--- src/rtl/wb_pkg.sv ---
// rtl/wb_pkg.sv - shared widths and result-source encodings for the writeback stage
package wb_pkg;
  localparam int XLEN   = 32;
  localparam int REG_AW = 5;

  typedef enum logic [1:0] {
    RES_ALU = 2'b00,
    RES_MEM = 2'b01,
    RES_PC4 = 2'b10,
    RES_FPX = 2'b11
  } res_src_e;
endpackage

--- src/rtl/ll_result_fifo.sv ---
// rtl/ll_result_fifo.sv - in-order queue of {rd, data} long-latency results
module ll_result_fifo
  import wb_pkg::*;
#(
  parameter int DEPTH = 2,
  parameter int W     = 32,
  localparam int PW   = $clog2(DEPTH),
  localparam int CW   = PW + 1
) (
  input  logic              clk,
  input  logic              reset,
  input  logic              push,
  input  logic [REG_AW-1:0] push_rd,
  input  logic [W-1:0]      push_data,
  input  logic              pop,
  output logic [REG_AW-1:0] head_rd,
  output logic [W-1:0]      head_data,
  output logic              full,
  output logic              empty,
  output logic [CW-1:0]     count
);
  logic [REG_AW-1:0] rd_mem   [DEPTH];
  logic [W-1:0]      data_mem [DEPTH];
  logic [PW-1:0]     wr_ptr, rd_ptr;

  // Power-of-two depth lets the pointers wrap on natural overflow.
  always_ff @(posedge clk or posedge reset) begin
    if (reset) begin
      wr_ptr <= '0;
      rd_ptr <= '0;
      count  <= '0;
    end else begin
      if (push) wr_ptr <= wr_ptr + 1'b1;
      if (pop)  rd_ptr <= rd_ptr + 1'b1;
      case ({push, pop})
        2'b10:   count <= count + 1'b1;
        2'b01:   count <= count - 1'b1;
        default: count <= count;
      endcase
    end
  end

  always_ff @(posedge clk) begin
    if (push) begin
      rd_mem[wr_ptr]   <= push_rd;
      data_mem[wr_ptr] <= push_data;
    end
  end

  assign head_rd   = rd_mem[rd_ptr];
  assign head_data = data_mem[rd_ptr];
  assign full      = (count == CW'(DEPTH));
  assign empty     = (count == '0);
endmodule

--- src/rtl/wb_commit_arbiter.sv ---
// rtl/wb_commit_arbiter.sv - writeback port arbiter merging pipeline and long-latency results
module wb_commit_arbiter
  import wb_pkg::*;
#(
  parameter int XLEN_P       = XLEN,
  parameter int LQ_DEPTH     = 2,
  parameter int STARVE_LIMIT = 4
) (
  input  logic              clk,
  input  logic              reset,
  input  logic              RegWriteW,
  input  logic [1:0]        ResultSrcW,
  input  logic [REG_AW-1:0] RdW,
  input  logic [XLEN_P-1:0] ALUResultW,
  input  logic [XLEN_P-1:0] ReadDataW,
  input  logic [XLEN_P-1:0] PCPlus4W,
  input  logic [XLEN_P-1:0] FPXResultW,
  input  logic              ll_issue,
  input  logic [REG_AW-1:0] ll_issue_rd,
  input  logic              ll_valid,
  input  logic [REG_AW-1:0] ll_rd,
  input  logic [XLEN_P-1:0] ll_data,
  output logic              ll_ready,
  output logic              rf_we,
  output logic [REG_AW-1:0] rf_waddr,
  output logic [XLEN_P-1:0] rf_wdata,
  output logic [31:0]       pending,
  output logic              wb_bubble_req
);
  localparam int CW = $clog2(LQ_DEPTH) + 1;
  localparam int AW = $clog2(STARVE_LIMIT + 1);

  logic [XLEN_P-1:0] result_w;
  logic              pipe_wr, accept, bypass, q_pop, push, blocked;
  logic              ll_commit;
  logic [REG_AW-1:0] commit_rd, head_rd;
  logic [XLEN_P-1:0] commit_data, head_data;
  logic              full, empty;
  logic [CW-1:0]     count;
  logic [AW-1:0]     age;
  logic [31:0]       pending_nxt;

  always_comb begin
    case (res_src_e'(ResultSrcW))
      RES_ALU: result_w = ALUResultW;
      RES_MEM: result_w = ReadDataW;
      RES_PC4: result_w = PCPlus4W;
      default: result_w = FPXResultW;
    endcase
  end

  assign pipe_wr  = RegWriteW & (RdW != '0);
  assign ll_ready = ~reset & ~full;
  assign accept   = ll_valid & ll_ready;
  assign q_pop    = ~pipe_wr & ~empty;
  assign bypass   = ~pipe_wr & empty & accept;
  assign push     = accept & ~bypass;
  assign blocked  = pipe_wr & ~empty;

  assign ll_commit   = q_pop | bypass;
  assign commit_rd   = q_pop ? head_rd : ll_rd;
  assign commit_data = q_pop ? head_data : ll_data;

  ll_result_fifo #(.DEPTH(LQ_DEPTH), .W(XLEN_P)) u_fifo (
    .clk       (clk),
    .reset     (reset),
    .push      (push),
    .push_rd   (ll_rd),
    .push_data (ll_data),
    .pop       (q_pop),
    .head_rd   (head_rd),
    .head_data (head_data),
    .full      (full),
    .empty     (empty),
    .count     (count)
  );

  // rd 0 results are drained from the queue but never reach the register file.
  always_comb begin
    rf_we    = 1'b0;
    rf_waddr = '0;
    rf_wdata = '0;
    if (!reset) begin
      if (pipe_wr) begin
        rf_we    = 1'b1;
        rf_waddr = RdW;
        rf_wdata = result_w;
      end else if (ll_commit) begin
        rf_we    = (commit_rd != '0);
        rf_waddr = commit_rd;
        rf_wdata = commit_data;
      end
    end
  end

  // Issue is applied after the clear so a same-cycle reissue of rd stays pending.
  always_comb begin
    pending_nxt = pending;
    if (ll_commit) pending_nxt[commit_rd] = 1'b0;
    if (ll_issue && ll_issue_rd != '0) pending_nxt[ll_issue_rd] = 1'b1;
    pending_nxt[0] = 1'b0;
  end

  always_ff @(posedge clk or posedge reset) begin
    if (reset) begin
      age           <= '0;
      pending       <= '0;
      wb_bubble_req <= 1'b0;
    end else begin
      pending <= pending_nxt;
      if (empty || q_pop)                      age <= '0;
      else if (blocked && age != AW'(STARVE_LIMIT)) age <= age + 1'b1;
      wb_bubble_req <= (blocked && age >= AW'(STARVE_LIMIT - 1)) ||
                       (count == CW'(LQ_DEPTH) && pipe_wr);
    end
  end
endmodule

--- config.mk ---
export PLATFORM = sky130hd
export DESIGN_NAME = wb_commit_arbiter
export DESIGN_NICKNAME = d
export VERILOG_FILES = /design/src/rtl/wb_pkg.sv /design/src/rtl/ll_result_fifo.sv /design/src/rtl/wb_commit_arbiter.sv
export SDC_FILE = /design/constraint.sdc
export NUM_CORES = 1
export LEC_CHECK = 0
export ABC_AREA = 1
export BUFFER_PORTS_ARGS = -buffer_cell sky130_fd_sc_hd__buf_2
export CAP_MARGIN = 20
export CORE_ASPECT_RATIO = 1.2
export CORE_MARGIN = 2
export CORE_UTILIZATION = 50
export DETAILED_ROUTE_END_ITERATION = 10
export GPL_ROUTABILITY_DRIVEN = 0
export PLACE_DENSITY = 0.81
export SLEW_MARGIN = 10
export SYNTH_ARGS = -nofsm -noshare
export SYNTH_HDL_FRONTEND = slang
export SYNTH_HIERARCHICAL = 1
export SYNTH_SLANG_ARGS = --single-unit
--- constraint.sdc ---
create_clock -name clk -period 4.14 [get_ports clk]
set_input_delay 0.207 -clock clk [delete_from_list [all_inputs] [get_ports clk]]
set_output_delay 0.207 -clock clk [all_outputs]
set_load 0.01 [all_outputs]
==> impl_results.md, run 1 <==
- DR vias: 6896
- Die Area: about 15000 sq um
- # port buffers: about 250
- Synth warn: 6
- Cell with the most instances after synthesis: nand2_1
- Final Critical Period: approximately 3.2 ns
- Detailed Routing Iterations Pass 1: 5
- Synthesized area: between 6000 and 7000 sq um
- Placed cell count: between 1k and 1.5k
- Post-synthesis sequential area ratio: 0.470
- Placeable core region: between 10000 and 15000 sq um
- CTS tree: built
- Largest delay share family, worst path: buffers and inverters
- WL/cell: 17.9 microns
- Sink Count: about 110
- Skew-Pair Late Insertion Delay: between 0.4 and 0.5 ns
- Most common cell on crit path: inv_2
- Power Density: 578 nW/um^2
- CP cell instances: nor2_1 -> buf_4 -> inv_2 -> nand2_4 -> inv_2 -> o21ai_0 -> o21ai_1 -> nand2_1 -> a21oi_1 -> buf_2
- Crit-path max cell delay: approximately 0.56 ns
- Dpl ws: about 1.3 ns
- Final Slew Violations: 0
- Worst Setup End Kind: output port
- Slew at the pin closest to its max-slew limit: a little over 0.7 ns
- CP max-delay cell: inv_2
- Syn-to-layout area delta: 28.9%
- Buf/Inv on CP: 4
- Net Count, Synth: just over 1k
- Register bit total from synthesis: around 110
- Vias in the first global route: 6720
- CTS resizes: 0
- Rel. slew slack: 0.524
- ANT nets after route: 0
- Iter 0 DRT Violations: roughly 550
- Non-filler instance count after layout: 1239
- Area share of the largest cell type after synthesis: 0.327
- Nets: ~1.2k
- Outcome: finished clean
- Tcrit/Tclk final: 0.771
- Leading area contributor after synthesis: edfxtp_1
- Count of standard-cell rows: 46
- Number of cells produced by synthesis: roughly 800
- RSZ-0062 raised after global routing: false
- Top post-synthesis cells by area: edfxtp_1 (33%), dfrtp_1 (14%), nand2_1 (6.9%)
- Crit path max fanout: 31
- Hpwl dp: between 15 and 20 mm
- Tot GR Track Use: 0.302
- GR Overflow Total: 0
- Synth Flop Type: edfxtp_1
- Leak: 0.00406 uW
- Clock root buffer master: clkbuf_16
- Antenna violations before repair: 3
- Ports: approximately 250
- Starting Density: 0.514
- Setup Buffers After CTS: 0
- Filler cells: 1106
- HP Class: in2reg
- Critical Path AT: 2.98 ns
- Max cap viols: 0
- Setup violations, final: 0
- Fmax: around 310 MHz
- Most frequent cells after synthesis: nand2_1 (125), inv_1 (101), o21ai_1 (83)
- Setup ws final: 0.949 ns
- Vias per cell: around 5.6
- Clock Skew: roughly 0.011 ns
- Htree depth: 4
- Avg Inst Size Synth: ~8.3 sq um
- Sum Neg Setup Slack: 0 ns
- FFs w/ async S/R, synth: 0.345
- Die height: 132 microns
- DRC: 0
- Largest net degree at the start of global routing: just over 60
- Clk buf depth: 2
- Worst r2r path cells: 10
- Clock transition at the registers of the reported paths: 0.05 ns
- Die width: about 110 microns
- Final wirelength: ~22 mm
- Critical path depth: 10
- Number of synthesized flops with an enable pin: 74
- CTS Buf Count: 17
- Hold-critical path depth: 1
- CP Launch Type: register
- Worst path required time: approximately 4 ns
- First-pass GRT wire length: roughly 35 mm
- Share of cells above drive strength 1: 0.342
- Netlist cell types: 38
- Worst VDD drop: between 400 and 500 uV
- Setup CP Type: reg2out
- Hold Violations, Final: 0
[what timing repair did]
item / 4_1_cts / 5_1_grt
hold buffers: 7 / 0
endpoints found under the setup margin: 0 / 0
hold endpoints to repair: 15 / 0
[flip-flops by register name (all words and copies together), names as in the netlist]
register,flops
age,3
pending,31
u_fifo/count,2
u_fifo/data_mem,64
u_fifo/rd_mem,10
u_fifo/rd_ptr,1
u_fifo/wr_ptr,1
wb_bubble_req,1
[final cells by class]
cell class              count  area (sq um)  share of cell area
well taps                 168           210              0.0240
clock buffers              17           425              0.0485
flip-flops and latches    113          3200               0.365
multi-input cells         547          2880               0.328
diodes                      4          10.0             0.00114
repair buffers            267          1400               0.160
inverters                 108           413              0.0471
clock inverters            15           230              0.0263
[power by group]
part           switching (uW)  internal (uW)  total (uW)
clock                     548           1070        1620
combinational            1190            606        1800
sequential                152           1500        1650
[worst register-to-register path, delay by kind of cell, from the launching register on]
family,cells,cell delay [ns]
buf+inv,3,1.03
simple gates,5,0.84
flops,1,0.43
compound gates,2,0.29
[cell usage in the layout (no fill, tap or decap), types with 5 or more instances in the layout]
master           n
nand2_1        125
a21oi_2         13
edfxtp_1        74
dfrtp_1         38
o21ai_2         18
bufinv_16        5
nand2_2         12
a31oi_1         18
inv_1          100
buf_2          252
nand3_1         55
a211oi_1        15
o21ai_0         82
nand2_4          5
clkbuf_16       17
o21ai_1         83
dlygate4sd3_1    7
nor3_1           7
a21oi_1         44
nor2_1          42
nand3_2          9
buf_4            7
[final timing paths]
kind                                 startpoint                   to  slack (ns)
min in group asynchronous                 reset        u_fifo/wr_ptr        0.34
worst max-delay path            u_fifo/count[0]         rf_wdata[29]        0.95
worst min-delay path                   ll_rd[0]  u_fifo/rd_mem[0][0]        0.01
worst max register to register  u_fifo/count[0]           pending[2]        1.43
worst min register to register      pending[11]          pending[11]        0.48
max in group asynchronous                 reset          pending[14]        2.69
[routing by layer]
metal	vias to the layer above	wire, microns	global-route usage
met5	-	0	0
met4	0	1090	0.166
met3	56	1860	0.0680
met2	378	11100	0.524
met1	3208	8080	0.347
li1	3254	-	-
[stage by stage]
stage	cell area, sq um	hold slack [ns]	total power (uW)	util
after floorplan	6800	-0.0269	2880	-
after global placement	8010	0.203	3380	0.605
after detailed placement	8010	0.215	3420	0.605
after CTS	8740	0.000863	5050	0.660
after global routing	8760	0.00617	5340	0.662
final	8770	0.0103	5070	0.662
[cells by family after synthesis]
logic type                 count (synthesis)  synth area share
other                                      1          0.000551
xor gates and xnor gates                   3           0.00386
and+or+nand+nor                          264             0.180
AOI/OAI and AO/OA                        275             0.229
DFF                                      113             0.470
buffers and inverters                    160             0.109
adders and majority gates                  4           0.00736
No activity file was read; power rests on OpenSTA's default activity.
==> run 2: changes to the inputs <==
==> constraint.sdc (replaced) <==
create_clock -name clk -period 3.25 [get_ports clk]
set_input_delay 0.1625 -clock clk [delete_from_list [all_inputs] [get_ports clk]]
set_output_delay 0.1625 -clock clk [all_outputs]
set_load 0.01 [all_outputs]
==> run 2 against run 1 <==
Non-clock buffer count increased by 31. Clock power grew 12%. Final area rose by 2.5%. Critical endpoint unchanged. Largest power group unchanged.
==> impl_results.md, run 2 (synthesized netlist as in run 1, its figures left out) <==
- Worst r2r path cells: 9 (-1)
- Worst Min Path Start: ll_data[15]
- Die width: 110 microns (unchanged)
- Tot GR Track Use: 0.301 (-0.00145)
- Sink Count: 113 (unchanged)
- Clock transition at the registers of the reported paths: 0.06 ns (about the same)
- Max cap viols: 0 (unchanged)
- RR Endpoint: pending[6]
- Detailed Routing Iterations Pass 1: 5 (unchanged)
- RSZ-0062 raised after global routing: false
- DRC: 0 (unchanged)
- Clock Skew: 0.00813 ns (-0.00288 ns)
- WL/cell: 17.3 microns (-3.2%)
- Vias per cell: 5.54 (-0.39%)
- Smallest hold slack: 0.0207 ns (+0.0104 ns)
- Iter 0 DRT Violations: 613 (+11%)
- CP Launch Type: register
- Dpl ws: 0.667 ns (-0.625 ns)
- Hold-critical path depth: 1 (unchanged)
- Fmax: about 350 MHz
- Skew-Pair Late Insertion Delay: 0.41 ns (about the same)
- Biggest register: u_fifo/data_mem
- FF-to-FF Start: u_fifo/count[0]
- Starting Density: 0.514 (unchanged)
- Outcome: finished clean
- Sum Neg Setup Slack: 0 ns (unchanged)
- Die height: 132 microns (unchanged)
- Largest net degree at the start of global routing: 66 (+8.2%)
- Slew at the pin closest to its max-slew limit: 0.831 ns (+0.117 ns)
- Met2 Use GR: 0.513 (-0.0116)
- Grt met1 use: 0.338 (-0.00863)
- ANT nets after route: 0 (unchanged)
- Htree depth: 4 (unchanged)
- Ports: 254 (unchanged)
- Setup violations, final: 0 (unchanged)
- Leak: 0.00416 uW (+2.5%)
- Most common cell after layout, fill and taps aside: buf_2
- CTS Buf Count: 17 (unchanged)
- Worst setup path start: u_fifo/count[0]
- R2r setup slk: 0.76 ns (-0.67 ns)
- Rel. slew slack: 0.446 (-0.0774)
- First-pass GRT wire length: 35.0 mm (+0.55%)
- Setup Buffers After CTS: 0 (unchanged)
- Clk buf depth: 2 (unchanged)
- Worst path required time: 3.09 ns (-0.84 ns)
- Antenna violations before repair: 1 (-2)
- Non-filler instance count after layout: 1267 (+2.3%)
- Worst VDD drop: 521 uV (+19%)
- Final wirelength: 22.0 mm (-0.99%)
- # port buffers: 252 (unchanged)
- Setup CP Type: reg2out
- Worst Setup End Kind: output port
- Nets: 1271 (+2.5%)
- Largest regs: u_fifo/data_mem (64), pending (31), u_fifo/rd_mem (10)
- Vias in the first global route: 6743 (+0.34%)
- CTS tree: built
- Crit path max fanout: 31 (unchanged)
- DR vias: 7024 (+1.9%)
- HP Class: in2reg
- Most used routing layer in global routing: met2
- Setup ws final: 0.367 ns (-0.582 ns)
- Met3 GRT Util: 0.0795 (+0.0115)
- Hold Violations, Final: 0 (unchanged)
- Tcrit/Tclk final: 0.887
- Placed cell count: 1199 (+0.33%)
- Clock root buffer master: clkbuf_16
- Hold EP: u_fifo/data_mem[1][15]
- Final Slew Violations: 0 (unchanged)
- Filler cells: 1104 (-0.18%)
- Most frequent cells in the layout: buf_2 (252), nand2_1 (125), inv_1 (100)
- Die Area: 14600 sq um (unchanged)
- Count of standard-cell rows: 46 (unchanged)
- Critical Path AT: 2.72 ns (-0.26 ns)
- Hpwl dp: 15.5 mm (-2.4%)
- Share of cells above drive strength 1: 0.335 (-0.00693)
- Power Density: 694 nW/um^2 (+20%)
- Final Critical Period: between 2 and 3 ns
- GR Overflow Total: 0 (unchanged)
- Placeable core region: 13200 sq um (unchanged)
- Syn-to-layout area delta: 32.0%
- Max FFs per register: 64 (unchanged)
## run 2: through the flow
step	util	instance area (sq um)	total power (uW)
after floorplan	-	6800	3670
after global placement	0.607	8040	4290
after detailed placement	0.607	8040	4350
after CTS	0.677	8970	6230
after global routing	0.679	8980	6610
final	0.679	8980	6230
## run 2: area by class of cell
| class | instances | area [sq um] | share of cell area |
|---|---|---|---|
| diodes | 1 | 2.50 | 0.000279 |
| clock buffers | 17 | 425 | 0.0474 |
| clock inverters | 15 | 160 | 0.0178 |
| inverters | 108 | 415 | 0.0462 |
| multi-input cells | 547 | 2880 | 0.320 |
| flip-flops and latches | 113 | 3200 | 0.356 |
| well taps | 168 | 210 | 0.0234 |
| repair buffers | 298 | 1690 | 0.189 |
## run 2: worst max path at each step
stage,endpoint,slack [ns],cells past startpoint
2_1_floorplan,u_fifo/data_mem[0][0],0.20,5
3_3_place_gp,rf_wdata[3],0.72,9
3_5_place_dp,pending[2],0.67,9
4_1_cts,rf_wdata[29],0.17,9
5_1_grt,rf_wdata[29],0.14,9
6_report,rf_wdata[29],0.37,9
## run 2: repair_timing
action	4_1_cts	5_1_grt
setup endpoints to repair	0	1
hold endpoints to repair	74	1
hold buffers	34	1
resized for setup	0	2
## run 2: worst max-delay path: stages, from the launching register on
cell and delay (ns):
dfrtp_1 0.43, nor2_1 0.12, inv_2 0.29, nand2_4 0.34, inv_4 0.39, o21ai_0 0.15
o21ai_1 0.20, nand2_1 0.07, a21oi_1 0.15, buf_2 0.15
## run 2: per-layer routing
layer / routed length (microns) / part of all wire
met1: 8010 / 0.37
met2: 11100 / 0.51
met3: 1680 / 0.076
met4: 1170 / 0.053
met5: 0 / 0
## run 2: where the power goes
part | total (uW) | switching (uW) | internal [uW]
Clock | 1820 | 680 | 1140
Sequential | 2160 | 252 | 1910
Combinational | 2260 | 1460 | 794
Total | 6230 | 2400 | 3840
==> run 3: changes to the inputs <==
--- a/config.mk
+++ b/config.mk
@@ -5,7 +5,7 @@
 export SDC_FILE = /design/constraint.sdc
 export NUM_CORES = 1
 export LEC_CHECK = 0
-export ABC_AREA = 1
+export ABC_AREA = 0
 export BUFFER_PORTS_ARGS = -buffer_cell sky130_fd_sc_hd__buf_2
 export CAP_MARGIN = 20
 export CORE_ASPECT_RATIO = 1.2
==> run 3 against run 2 <==
Die area up 1.8%. Worst setup slack worse by 0.024 ns. Combinational power about the same. Sequential power down 13%. Non-clock buffer count down 1. Area after synthesis up 1.9%. Maximum frequency down 0.81%. Count of clock-buffer cells in the layout unchanged. Flip-flop and latch count unchanged. Clock power about the same.
==> impl_results.md, run 3 <==
- Max cap viols: 0 (unchanged)
- Fin util: 0.670 (-0.00806)
- Outcome: finished clean
- Final Critical Period: 2.91 ns (+0.0237 ns)
- Leading area contributor after synthesis: edfxtp_1
- Avg Inst Size Synth: 11.6 sq um (+40%)
- Net Count, Synth: 782 (-22%)
- Slew at the pin closest to its max-slew limit: 0.958 ns (+0.127 ns)
- Clk pwr share: 0.302 (+0.011)
- Biggest register: u_fifo/data_mem
- Ports: 254 (unchanged)
- Most common cell after layout, fill and taps aside: buf_2
- Clock Skew: 0.00837 ns (+0.000239 ns)
- Setup violations, final: 0 (unchanged)
- Starting Density: 0.508 (-0.00592)
- Syn-to-layout area delta: 32.0% (about the same)
- Netlist cell types: 43 (+13%)
- CTS Buf Count: 17 (unchanged)
- Largest regs: u_fifo/data_mem (64), pending (31), u_fifo/rd_mem (10)
- Leak: 0.00366 uW (-12%)
- Finished Cell Area: 9150 sq um (+1.8%)
- Placeable core region: 13600 sq um (+3.1%)
- Iter 0 DRT Violations: 554 (-9.6%)
- Worst Setup End Kind: output port
- Power Density: 655 nW/um^2 (-5.6%)
- Hold Violations, Final: 0 (unchanged)
- Register area: 3200 sq um (unchanged)
- GR Overflow Total: 0 (unchanged)
- Rel. slew slack: 0.361 (-0.0849)
- Non-filler instance count after layout: 1051 (-17%)
- Skew-Pair Late Insertion Delay: 0.41 ns (about the same)
- Hpwl dp: 14.2 mm (-8.2%)
- CP Launch Type: register
- Tot GR Track Use: 0.269 (-0.0323)
- Die width: 111 microns (+0.90%)
- Worst path required time: 3.09 ns (about the same)
- Placement Cell Area: 8240 sq um (+2.4%)
- Final Slew Violations: 0 (unchanged)
- Internal Power: 3960 uW (+3.3%)
- CTS tree: built
- Reg power frac: 0.315 (-0.031)
- DRC: 0 (unchanged)
- Most frequent cells in the layout: buf_2 (252), edfxtp_1 (74), nand2_1 (72)
- Placed cell count: 985 (-18%)
- Synth Flop Type: edfxtp_1
- Largest net degree at the start of global routing: 49 (-26%)
- Sum Neg Setup Slack: 0 ns (unchanged)
- CTS resizes: 0 (unchanged)
- Smallest hold slack: 0.0409 ns (+0.0202 ns)
- Vias in the first global route: 6267 (-7.1%)
- Share of cells above drive strength 1: 0.468 (+0.133)
- Area share of the largest cell type after synthesis: 0.321 (-0.00602)
- Sink Count: 113 (unchanged)
- First-pass GRT wire length: 31.4 mm (-10%)
- Max FFs per register: 64 (unchanged)
- Synthesized area: 6930 sq um (+1.9%)
- WL/cell: 19.3 microns (+11%)
- Top post-synthesis cells by area: edfxtp_1 (32%), dfrtp_1 (14%), mux4_2 (10%)
- Number of cells produced by synthesis: 596 (-27%)
- Die Area: 14800 sq um (+1.8%)
- Crit path max fanout: 16 (-48%)
- Clock transition at the registers of the reported paths: 0.05 ns (about the same)
- Multi-input gate area: 3430 sq um (+19%)
- # port buffers: 252 (unchanged)
- Nets: 1051 (-17%)
- Count of standard-cell rows: 47 (+2.2%)
- Most frequent cells after synthesis: edfxtp_1 (74), nand2_1 (72), nand3_1 (67)
- Filler cells: 1053 (-4.6%)
- Worst VDD drop: 388 uV (-25%)
- Logic pwr share: 0.382 (+0.020)
- Setup CP Type: reg2out
- Synth warn: 6 (unchanged)
- Cell with the most instances after synthesis: edfxtp_1
- ANT nets after route: 0 (unchanged)
- HP Class: in2async
- Final wirelength: 20.3 mm (-7.7%)
- Critical Path AT: 2.74 ns (+0.02 ns)
- Switching Power: 2030 uW (-15%)
- Antenna violations before repair: 1 (unchanged)
- Post-synthesis sequential area ratio: 0.461 (-0.00866)
- Htree depth: 4 (unchanged)
- Die height: 133 microns (+0.91%)
- Clk buf depth: 2 (unchanged)
- Detailed Routing Iterations Pass 1: 5 (unchanged)
- FFs w/ async S/R, synth: 0.345 (unchanged)
- RSZ-0062 raised after global routing: false
- Tcrit/Tclk final: 0.895 (+0.00728)
- Switching Share: 0.339 (-0.0459)
- Number of synthesized flops with an enable pin: 74 (unchanged)
- Register bit total from synthesis: 113 (unchanged)
- Vias per cell: 5.98 (+7.9%)
- DR vias: 6285 (-11%)
- Clock root buffer master: clkbuf_16
- Fmax: 344 MHz (-0.81%)
## run 3: cell types whose count changed after synthesis, sizes merged, moves of 22 or more
| cell | before | now |
|---|---|---|
| o211ai | 0 | 41 |
| mux4 | 0 | 32 |
| inv | 106 | 9 |
| nand2 | 142 | 72 |
| o21ai | 183 | 31 |
| a21oi | 57 | 35 |
| nor2 | 48 | 14 |
| mux2 | 0 | 73 |
## run 3: path summary, 6_finish.rpt
kind                            startpoint                      to  slack [ns]  depth (start not counted)
max                        u_fifo/count[0]                   rf_we        0.34                          6
min                                  reset           u_fifo/wr_ptr        0.04                          3
max reg2reg                u_fifo/count[1]  u_fifo/data_mem[0][29]        0.58                          6
min reg2reg                     pending[8]              pending[8]        0.55                          2
max in group asynchronous            reset             pending[26]        2.53                          4
min in group clk                  ll_rd[0]     u_fifo/rd_mem[1][0]        0.05                          1
## run 3: power by group through the flow
stage | sequential, uW | clock (uW) | combinational, uW
global placement | 1900 | 0 | 2180
floorplan | 1860 | 0 | 1700
detailed placement | 1920 | 0 | 2220
global route | 1910 | 1890 | 2490
finish | 1890 | 1810 | 2290
CTS | 1890 | 1830 | 2280
## run 3: layer usage
| layer | GRT usage | part of all wire |
|---|---|---|
| met3 | 0.0550 | 0.074 |
| met2 | 0.482 | 0.53 |
| met5 | 0 | 0 |
| met4 | 0.116 | 0.032 |
| met1 | 0.312 | 0.37 |
## run 3: through the flow
stage	setup WS [ns]	total power [uW]
final	0.343	5990
after CTS	0.399	6000
after global placement	0.785	4090
after global routing	0.214	6290
after floorplan	0.467	3550
after detailed placement	0.596	4130
## run 3: timing repair
action	4_1_cts	5_1_grt
endpoints found under the hold margin	64	0
buffers inserted	0	0
hold buffers	32	0
## run 3: layout make-up
cell class / count / share of cell area
Multi-Input combinational cell: 427 / 0.375
Sequential cell: 113 / 0.350
Timing Repair Buffer: 297 / 0.184
Clock buffer: 17 / 0.0465
Tap cell: 171 / 0.0234
Clock inverter: 15 / 0.0176
Inverter: 9 / 0.00369
Antenna cell: 2 / 0.000547
## run 3: kinds of logic (layout without fill, tap and decap cells)
kind of cell | Yosys count | count (layout) | share of synthesized area
adder cells (fa/ha/maj) | 4 | 4 | 0.00722
XOR/XNOR | 6 | 6 | 0.00758
AO/OA/AOI/OAI | 119 | 119 | 0.108
flip-flops | 113 | 113 | 0.461
multiplexers | 109 | 109 | 0.239
AND/OR/NAND/NOR | 188 | 188 | 0.130
other | 1 | 3 | 0.000541
buffers and inverters | 56 | 338 | 0.0462
## run 3: worst max-delay path, cell delays in order, from the launching register on
cell     delay (ns)
dfrtp_1        0.46
nor2_4         0.07
or3_1          0.50
o21a_1         0.42
and3_1         0.24
o32ai_1        0.41
buf_2          0.23
